<file path="config.mk">
export PLATFORM = sky130hd
export DESIGN_NAME = exc_csr_ctrl
export DESIGN_NICKNAME = d
export VERILOG_FILES = /design/src/rtl/loongarch_csr_pkg.sv /design/src/rtl/exc_csr_timer.sv /design/src/rtl/exc_csr_ctrl.sv
export SDC_FILE = /design/constraint.sdc
export NUM_CORES = 1
export LEC_CHECK = 0
export ABC_CLOCK_PERIOD_IN_PS = 4200
export BUFFER_PORTS_ARGS = -buffer_cell sky130_fd_sc_hd__clkbuf_2
export CAP_MARGIN = 20
export CORE_MARGIN = 8
export CORE_UTILIZATION = 52
export DETAILED_ROUTE_END_ITERATION = 10
export PLACE_DENSITY_LB_ADDON = 0.3
export SYNTH_ARGS = -nofsm -noshare
export SYNTH_HDL_FRONTEND = slang
export SYNTH_HIERARCHICAL = 1
export SYNTH_SLANG_ARGS = --single-unit
</file>
<file path="constraint.sdc">
create_clock -name clk -period 4.2 [get_ports clk]
set_input_delay 0.21 -clock clk [delete_from_list [all_inputs] [get_ports clk]]
set_output_delay 0.21 -clock clk [all_outputs]
set_load 0.1 [all_outputs]
</file>
<file path="src/rtl/loongarch_csr_pkg.sv">
// Shared CSR numbering, exception codes and field positions
// for the LoongArch trap/flush controller.
package loongarch_csr_pkg;

    localparam logic [13:0] CSR_CRMD   = 14'h000;
    localparam logic [13:0] CSR_PRMD   = 14'h001;
    localparam logic [13:0] CSR_ECFG   = 14'h004;
    localparam logic [13:0] CSR_ESTAT  = 14'h005;
    localparam logic [13:0] CSR_ERA    = 14'h006;
    localparam logic [13:0] CSR_EENTRY = 14'h00C;
    localparam logic [13:0] CSR_TCFG   = 14'h041;
    localparam logic [13:0] CSR_TVAL   = 14'h042;
    localparam logic [13:0] CSR_TICLR  = 14'h044;

    localparam logic [5:0] ECODE_INT  = 6'h00;
    localparam logic [5:0] ECODE_ADE  = 6'h08;
    localparam logic [5:0] ECODE_ALE  = 6'h09;
    localparam logic [5:0] ECODE_SYS  = 6'h0B;
    localparam logic [5:0] ECODE_BRK  = 6'h0C;
    localparam logic [5:0] ECODE_INE  = 6'h0D;
    localparam logic [5:0] ECODE_TLBR = 6'h3F;

    localparam int CRMD_IE      = 2;
    localparam int ESTAT_TI     = 11;
    localparam int ESTAT_EC_LSB = 16;
    localparam int ESTAT_ES_LSB = 22;
    localparam int EENTRY_LSB   = 6;
    localparam int TCFG_EN      = 0;
    localparam int TCFG_PERIOD  = 1;
    localparam int TCFG_INIT    = 2;

    // LIE bit 10 is reserved and never writable
    localparam logic [12:0] LIE_WMASK = 13'h1BFF;

    typedef enum logic {
        ST_IDLE,
        ST_REDIR
    } redir_state_t;

endpackage

</file>
<file path="src/rtl/exc_csr_timer.sv">
// Stable timer: TCFG/TVAL registers and the timer interrupt bit.
// Module name kept as csr_timer; file groups with the top.
module csr_timer
    import loongarch_csr_pkg::*;
#(
    parameter int TIMER_W = 32
) (
    input  logic               clk,
    input  logic               reset,
    input  logic               tcfg_we,
    input  logic [TIMER_W-1:0] tcfg_wmask,
    input  logic [TIMER_W-1:0] tcfg_wvalue,
    input  logic               ticlr,
    output logic [TIMER_W-1:0] tcfg,
    output logic [TIMER_W-1:0] tval,
    output logic               ti
);

    logic               en;
    logic               ti_set;
    logic [TIMER_W-1:0] tcfg_new;
    logic [TIMER_W-1:0] reload_cur;
    logic [TIMER_W-1:0] reload_new;

    assign tcfg_new   = (tcfg & ~tcfg_wmask) | (tcfg_wvalue & tcfg_wmask);
    assign reload_cur = {tcfg[TIMER_W-1:TCFG_INIT], 2'b00};
    assign reload_new = {tcfg_new[TIMER_W-1:TCFG_INIT], 2'b00};
    assign ti_set     = en & (tval == '0);

    always_ff @(posedge clk) begin
        if (reset) begin
            tcfg <= '0;
            tval <= '0;
            en   <= 1'b0;
            ti   <= 1'b0;
        end else begin
            if (tcfg_we) begin
                tcfg <= tcfg_new;
                en   <= tcfg_new[TCFG_EN];
                if (tcfg_new[TCFG_EN])
                    tval <= reload_new;
            end else if (en) begin
                if (tval == '0) begin
                    if (tcfg[TCFG_PERIOD]) begin
                        tval <= reload_cur;
                    end else begin
                        tval <= '1;
                        en   <= 1'b0;
                    end
                end else begin
                    tval <= tval - TIMER_W'(1);
                end
            end
            // a timer expiry in the same cycle as TICLR keeps TI set
            if (ti_set)
                ti <= 1'b1;
            else if (ticlr)
                ti <= 1'b0;
        end
    end

endmodule

</file>
<file path="src/rtl/exc_csr_ctrl.sv">
// Trap/ertn controller, minimal CSR file and held fetch redirect
// for the 5-stage LoongArch pipeline.
module exc_csr_ctrl
    import loongarch_csr_pkg::*;
#(
    parameter int TIMER_W = 32,
    parameter int HWI_N   = 8
) (
    input  logic             clk,
    input  logic             reset,
    input  logic             wb_ex,
    input  logic [5:0]       wb_ecode,
    input  logic [8:0]       wb_esubcode,
    input  logic [31:0]      wb_pc,
    input  logic             ertn_flush,
    input  logic             csr_re,
    input  logic [13:0]      csr_num,
    output logic [31:0]      csr_rvalue,
    input  logic             csr_we,
    input  logic [31:0]      csr_wmask,
    input  logic [31:0]      csr_wvalue,
    input  logic [HWI_N-1:0] hw_int_in,
    output logic             has_int,
    output logic             flush,
    output logic             redirect_valid,
    output logic [31:0]      redirect_pc,
    input  logic             redirect_ready
);

    logic [2:0]         crmd;
    logic [2:0]         prmd;
    logic [12:0]        lie;
    logic [1:0]         is_sw;
    logic [HWI_N-1:0]   is_hw;
    logic [5:0]         ecode;
    logic [8:0]         esubcode;
    logic [31:0]        era;
    logic [25:0]        eentry;
    logic [TIMER_W-1:0] tcfg;
    logic [TIMER_W-1:0] tval;
    logic               ti;

    logic [31:0] estat;
    logic [12:0] is_all;
    logic [31:0] rdata;
    logic [31:0] target;
    logic        wr_crmd, wr_prmd, wr_ecfg, wr_estat;
    logic        wr_era, wr_eentry, wr_tcfg, ticlr;
    logic [12:0] lie_m;

    redir_state_t state, state_nx;
    logic [31:0]  pc_nx;

    assign wr_crmd   = csr_we & (csr_num == CSR_CRMD);
    assign wr_prmd   = csr_we & (csr_num == CSR_PRMD);
    assign wr_ecfg   = csr_we & (csr_num == CSR_ECFG);
    assign wr_estat  = csr_we & (csr_num == CSR_ESTAT);
    assign wr_era    = csr_we & (csr_num == CSR_ERA);
    assign wr_eentry = csr_we & (csr_num == CSR_EENTRY);
    assign wr_tcfg   = csr_we & (csr_num == CSR_TCFG);
    assign ticlr     = csr_we & (csr_num == CSR_TICLR)
                     & csr_wmask[0] & csr_wvalue[0];
    assign lie_m     = csr_wmask[12:0] & LIE_WMASK;

    assign is_all = {1'b0, ti, 1'b0, 8'(is_hw), is_sw};
    assign estat  = {1'b0, esubcode, ecode, 3'b000, is_all};

    assign flush   = wb_ex | ertn_flush;
    assign has_int = crmd[CRMD_IE] & (|(is_all & lie));
    assign target  = wb_ex ? {eentry, 6'b0} : era;

    csr_timer #(
        .TIMER_W(TIMER_W)
    ) u_timer (
        .clk        (clk),
        .reset      (reset),
        .tcfg_we    (wr_tcfg),
        .tcfg_wmask (csr_wmask[TIMER_W-1:0]),
        .tcfg_wvalue(csr_wvalue[TIMER_W-1:0]),
        .ticlr      (ticlr),
        .tcfg       (tcfg),
        .tval       (tval),
        .ti         (ti)
    );

    // trap/ertn updates come last so they override a same-cycle write
    always_ff @(posedge clk) begin
        if (reset) begin
            crmd     <= '0;
            prmd     <= '0;
            lie      <= '0;
            is_sw    <= '0;
            is_hw    <= '0;
            ecode    <= '0;
            esubcode <= '0;
            era      <= '0;
            eentry   <= '0;
        end else begin
            is_hw <= hw_int_in;
            if (wr_crmd)
                crmd <= (crmd & ~csr_wmask[2:0])
                      | (csr_wvalue[2:0] & csr_wmask[2:0]);
            if (wr_prmd)
                prmd <= (prmd & ~csr_wmask[2:0])
                      | (csr_wvalue[2:0] & csr_wmask[2:0]);
            if (wr_ecfg)
                lie <= (lie & ~lie_m) | (csr_wvalue[12:0] & lie_m);
            if (wr_estat)
                is_sw <= (is_sw & ~csr_wmask[1:0])
                       | (csr_wvalue[1:0] & csr_wmask[1:0]);
            if (wr_era)
                era <= (era & ~csr_wmask) | (csr_wvalue & csr_wmask);
            if (wr_eentry)
                eentry <= (eentry & ~csr_wmask[31:EENTRY_LSB])
                        | (csr_wvalue[31:EENTRY_LSB]
                           & csr_wmask[31:EENTRY_LSB]);
            if (wb_ex) begin
                prmd     <= crmd;
                crmd     <= 3'b000;
                ecode    <= wb_ecode;
                esubcode <= wb_esubcode;
                era      <= wb_pc;
            end else if (ertn_flush) begin
                crmd <= prmd;
            end
        end
    end

    always_comb begin
        rdata = '0;
        unique case (csr_num)
            CSR_CRMD:   rdata = {29'd0, crmd};
            CSR_PRMD:   rdata = {29'd0, prmd};
            CSR_ECFG:   rdata = {19'd0, lie};
            CSR_ESTAT:  rdata = estat;
            CSR_ERA:    rdata = era;
            CSR_EENTRY: rdata = {eentry, 6'b0};
            CSR_TCFG:   rdata = 32'(tcfg);
            CSR_TVAL:   rdata = 32'(tval);
            default:    rdata = '0;
        endcase
    end

    assign csr_rvalue = csr_re ? rdata : 32'd0;

    always_ff @(posedge clk) begin
        if (reset) begin
            state       <= ST_IDLE;
            redirect_pc <= '0;
        end else begin
            state       <= state_nx;
            redirect_pc <= pc_nx;
        end
    end

    always_comb begin
        state_nx = state;
        pc_nx    = redirect_pc;
        unique case (state)
            ST_IDLE: begin
                if (flush) begin
                    state_nx = ST_REDIR;
                    pc_nx    = target;
                end
            end
            ST_REDIR: begin
                if (flush)
                    pc_nx = target;
                else if (redirect_ready)
                    state_nx = ST_IDLE;
            end
        endcase
    end

    assign redirect_valid = (state == ST_REDIR);

endmodule

</file>
==> metrics.cfg, run 1 <==
[worst_setup_path]
critPathCapture = csr_rvalue[4]
crit_required_ns = 3.99
r2r_slack_ns = 1.31
r2r_end = u_timer/tval[21]
critPathKind = in2out
cp_max_fo = 32
rr_worst_depth = 7
cp-startpoint = csr_num[1]
r2r-start = u_timer/tval[20]
critPathArrivalTime_ns = 2.82
critPathLaunchType = input pin
endpoint_kind = primary output

[global_route]
antenna_found_initial = 0
grt_first_pass_wirelength_um = 62400
grt_pass1_vias = 11500
grt_util_all_layers_pct = 28.8
overflow = 0
grt_max_degree = 94

[die]
die-area_um2 = 26600
start_util_pct = 52.3
die_w_um = 163
num_rows = 54
io_pins = 207
core_area_um2 = 21600
die_h_um = 163

[sta]
fmax_mhz = 330
tightest_slew_ns = 0.981
fin_crit_ns = 3.03
hold_slack_ns = 0.00967
post-route-period-util_pct = 72.2
drv_slew = 0
finalSetupTns_ns = 0
skew_ns = 0.00744
finalSetupViolCount = 0
setup_ws_ns = 1.17
finalHoldViolCount = 0
max_slew_margin_pct = 34.6
rsz0062_at_grt = false

[place]
pre_cts_ws_ns = 1.26
gp_congestion = 0.931
portBuffers = 206
hpwl_um = 27100

[power]
comb_power_share_pct = 12.9
p_int_mw = 2.97
sw_frac_of_total_pct = 28.8
power.switching_mw = 1.20
finalPower_mw = 4.18
vdd_drop_max_mv = 0.254
seqPwrFrac_pct = 47.3
p_clk_share_pct = 39.8
p_per_area_nw_per_um2 = 316
p_leak_nw = 5.00

[final_layout]
antenna_cells = 0
drive_gt1_share_pct = 18.7
final_common_cell = clkbuf_2
fill_cells = 1910
final_cell_mix = clkbuf_2 (204), dfxtp_1 (200), a21oi_1 (149), nor2_1 (147), nand2_1 (113)
final_core_util_pct = 61.3
areaGrowthSynthToFinish_pct = 17.3
fin_nets = 1728

[route]
drcViolationCount = 0
drt_iter0_markers = 1421
postRouteAntennaNets = 0
drt-total-wl_um = 39400
dr.pass1.iters = 7
viasPerCell = 6.47
wl_per_cell_um = 21.0
num_vias = 12200

[synthesis]
syn-mean-instance-area_um2 = 7.86
yosysWarnings = 6
synth_ff_type = dfxtp_1
synth-edff-count = 0
yosysUniqueCellTypes = 67
ys_seq_elements = 200
synthesis.area_um2 = 11300
syn_nets = 1575
syn-instance-count = 1433
seq_area_frac_synth_pct = 35.5
synthArstFlopShare_pct = 0

[cts]
cts-htree-levels = 4
cts.sinks = 200
clk_latency_ns = 0.43
cts_inserted_buffers = 17
clkTransAtPathRegs_ns = 0.08
root_buffer = clkbuf_16
cts_buffer_depth = 2
cts_tree = done

[outcome]
status = finished, final reports clean

[worst_hold_path]
min_path_type = in2reg

[run]
drv_cap = 0

==> final cells by class <==
type / count / area (um2) / share of cell area (%)
clock inverters: 15 / 161 / 1.22
flip-flops and latches: 200 / 4000 / 30.3
multi-input cells: 1067 / 6610 / 50.0
repair buffers: 256 / 1500 / 11.3
well taps: 280 / 350 / 2.65
clock buffers: 17 / 425 / 3.22
inverters: 44 / 165 / 1.25
==> cells by family (layout without fill, tap and decap cells) <==
logic type	Yosys count	after routing	synth area share, %
buffers and inverters	166	332	6.02
DFF	200	200	35.5
muxes	95	95	8.55
and+or+nand+nor	538	538	23.8
xor gates and xnor gates	17	17	1.32
adders and majority gates	2	2	0.222
AOI/OAI and AO/OA	415	415	24.6
==> power by group through the flow <==
stage	sequential [mW]	combinational, mW	clock [mW]
after CTS	1.97	0.531	1.68
final	1.98	0.539	1.66
after global routing	1.98	0.578	1.76
after detailed placement	2.02	0.512	0
after floorplan	2.06	0.282	0
after global placement	2.02	0.509	0
==> metal layers <==
layer | GRT usage, % | share of wire (%) | wire (um)
met4 | 13.9 | 4.1 | 1620
met2 | 45.9 | 46 | 18200
met1 | 36.7 | 40 | 15900
met5 | 0 | 0 | 0
met3 | 5.42 | 9.4 | 3720
==> worst max-delay path, cell delays in order <==
cell,delay [ns]
clkbuf_2,0.43
nor2b_1,0.47
nand2_1,0.12
nor2_2,0.15
buf_4,0.32
o31ai_4,0.10
buf_4,0.30
a21oi_1,0.22
clkbuf_2,0.49
==> worst min-delay path by stage <==
stage	end	slack, ns	start	cells past startpoint
final	esubcode[1]	0.01	wb_esubcode[1]	3
after global routing	flip-flop	0.009	wb_pc[5]	3
after CTS	flip-flop	0.003	wb_pc[23]	3
after detailed placement	is_hw[5]	0.43	hw_int_in[5]	2
after global placement	is_hw[7]	0.42	hw_int_in[7]	2
after floorplan	flip-flop	0.32	wb_pc[4]	2
==> through the flow <==
step	instances	area [um2]
after detailed placement	1824	12400
after floorplan	1433	11300
final	1879	13200
after CTS	1878	13200
after global placement	1823	12400
after global routing	1879	13200
==> cell usage after synthesis (6+ instances only) <==
master | number | area share [%]
a2111oi_1 | 27 | 2.4
a21oi_1 | 150 | 6.7
a221oi_1 | 9 | 0.70
a222oi_1 | 17 | 1.5
a22o_1 | 6 | 0.47
a22oi_1 | 51 | 3.4
a31oi_1 | 12 | 0.67
a41oi_1 | 6 | 0.47
and3_1 | 8 | 0.44
buf_1 | 11 | 0.37
buf_2 | 23 | 1.0
clkbuf_1 | 83 | 2.8
dfxtp_1 | 200 | 36
inv_1 | 43 | 1.4
mux2_2 | 10 | 1.0
mux2i_1 | 85 | 7.6
nand2_1 | 113 | 3.8
nand2b_1 | 12 | 0.67
nand3_1 | 55 | 2.4
nand4_1 | 42 | 2.3
nor2_1 | 149 | 5.0
nor2b_1 | 17 | 0.94
nor3_1 | 63 | 2.8
nor4_1 | 40 | 2.2
o211ai_1 | 16 | 1.1
o21ai_0 | 63 | 2.8
o32ai_1 | 6 | 0.47
or3_1 | 6 | 0.33
xnor2_1 | 13 | 1.0
==> what timing repair did <==
action,in CTS,in global routing
gates resized for setup,0,0
hold buffers,22,0
hold endpoints to repair,22,0
setup buffers,0,0
No activity file was read; power rests on OpenSTA's default activity.
==> run 2: changes to the inputs <==
- ABC_CLOCK_PERIOD_IN_PS: 4200 -> 2890
- clock period: 4.2 -> 2.89 ns (I/O delays scaled with it)
==> run 2 against run 1 <==
The flow now finishes with violations (negative hold slack). Via count grew 4.4%. Routed wire length grew 4.5%. Cell count increased by 4.1%. Largest power group unchanged. Largest cell class unchanged. Die area unchanged. Utilization grew 5.9 points. Critical path type is now reg2reg. Clock skew hardly changed. First-iteration DRC count shrank 4.6%. Cell area up 9.7%. Sequential cell count is the same.
==> metrics.cfg, run 2 (same netlist as run 1, synthesis figures left out) <==
[global_route]
grt_util_all_layers_pct = 30.0  ; +1.3 points
grt.busiest_layer = met2
grt_pass1_vias = 12300  ; +6.6%
use_met2_pct = 49.0  ; +3.0 points
grt_first_pass_wirelength_um = 64900  ; +4.1%
use_met3_pct = 6.20  ; +0.78 points
grt_max_degree = 82  ; -13%
antenna_found_initial = 0  ; unchanged
met1_usage_pct = 36.6  ; -0.087 points
overflow = 0  ; unchanged

[route]
wl_per_cell_um = 21.1  ; +0.39%
postRouteAntennaNets = 0  ; unchanged
drcViolationCount = 0  ; unchanged
num_vias = 12700  ; +4.4%
drt-total-wl_um = 41200  ; +4.5%
dr.pass1.iters = 7  ; unchanged
viasPerCell = 6.49  ; +0.25%
drt_iter0_markers = 1356  ; -4.6%

[worst_setup_path]
critPathArrivalTime_ns = 2.89  ; +0.07 ns
crit_required_ns = 3.24  ; -0.75 ns
r2r_slack_ns = 0.35  ; -0.96 ns
critPathLaunchType = flip-flop
endpoint_kind = flip-flop
cp_max_fo = 17  ; -47%
critPathKind = reg2reg

[place]
place_area_um2 = 13200  ; +6.3%
hpwl_um = 28200  ; +4.1%
portBuffers = 206  ; unchanged
gp_congestion = 0.955  ; +2.6%

[die]
core_area_um2 = 21600  ; unchanged
start_util_pct = 52.3  ; unchanged
io_pins = 207  ; unchanged
die_w_um = 163  ; unchanged
die_h_um = 163  ; unchanged
die-area_um2 = 26600  ; unchanged
num_rows = 54  ; unchanged

[final_layout]
fin_area_um2 = 14500  ; +9.7%
fin_nets = 1805  ; +4.5%
final_cell_mix = dfxtp_1 (200), clkbuf_2 (172), nor2_1 (147), a21oi_1 (135), nand2_1 (113)
antenna_cells = 0  ; unchanged
areaGrowthSynthToFinish_pct = 28.6
final_common_cell = dfxtp_1
drive_gt1_share_pct = 20.0  ; +1.3 points

[sta]
max_slew_margin_pct = 42.6  ; +8.0 points
tightest_slew_ns = 0.861  ; -0.120 ns
skew_ns = 0.00749  ; +0.0000438 ns
finalHoldViolCount = 1  ; +1
finalSetupViolCount = 0  ; unchanged
hold_slack_ns = -0.000564  ; -0.0102 ns
post-route-period-util_pct = 87.7
drv_slew = 0  ; unchanged
rsz0062_at_grt = false
fmax_mhz = 394
fin_crit_ns = 2.54
finalSetupTns_ns = 0  ; unchanged

[outcome]
status = finished, violations left
violations = negative hold slack

[worst_hold_path]
min_path_type = in2reg

[cts]
cts_buffer_depth = 2  ; unchanged
clkTransAtPathRegs_ns = 0.08  ; about the same
cts_tree = done
clk_latency_ns = 0.44  ; about the same
root_buffer = clkbuf_16
cts-htree-levels = 4  ; unchanged
cts_resized = 0  ; unchanged
cts_inserted_buffers = 17  ; unchanged
cts_hold_buf = 75  ; +240%
cts.sinks = 200  ; unchanged
cts_setup_buffers = 0  ; unchanged

[power]
p_per_area_nw_per_um2 = 423  ; +34%
p_leak_nw = 5.45  ; +9.0%
vdd_drop_max_mv = 0.415  ; +63%

[run]
drv_cap = 0  ; unchanged

==> run 2: layout make-up <==
class,count,area [um2]
fillers,1753,7060
multi-input cells,1067,6660
flip-flops and latches,200,4000
repair buffers,333,2740
clock buffers,21,460
well taps,280,350
inverters,44,165
clock inverters,11,111
==> run 2: final timing paths <==
kind	start	endpoint	depth (start not counted)
worst min register to register	flip-flop	flip-flop	2
worst max-delay path	u_timer/tval[20]	u_timer/tval[2]	7
worst max register to register	u_timer/tval[20]	u_timer/tval[2]	7
worst min-delay path	csr_wvalue[29]	flip-flop	3
==> run 2: power breakdown <==
group	switching [mW]	leakage, nW	internal [mW]
combinational	0.528	3.55	0.329
sequential	0.0559	1.63	2.82
clock	1.14	0.275	1.25
total	1.73	5.45	4.40
==> run 2: critical path, cell delays in order, from the launching register on <==
cell	delay (ns)
dfxtp_1	0.40
or4_1	0.71
nor3_4	0.24
buf_4	0.20
and3_1	0.19
buf_4	0.26
o211ai_1	0.18
a311oi_2	0.27
==> run 2: layer usage <==
metal	share of wire, %	wire length (um)	up-vias
met5	0	0	-
met3	9.9	4080	142
li1	-	-	5831
met1	39	16100	5930
met2	47	19200	793
met4	4.4	1830	0
==> run 2: through the flow <==
stage	utilization, %	cells	setup WS, ns	power [mW]
2_1_floorplan	-	1433	-0.0514	3.40
3_3_place_gp	61.1	1849	0.474	3.68
3_5_place_dp	61.1	1849	0.422	3.69
4_1_cts	67.2	1956	0.436	6.12
5_1_grt	67.2	1956	0.256	6.31
6_report	67.2	1956	0.355	6.13
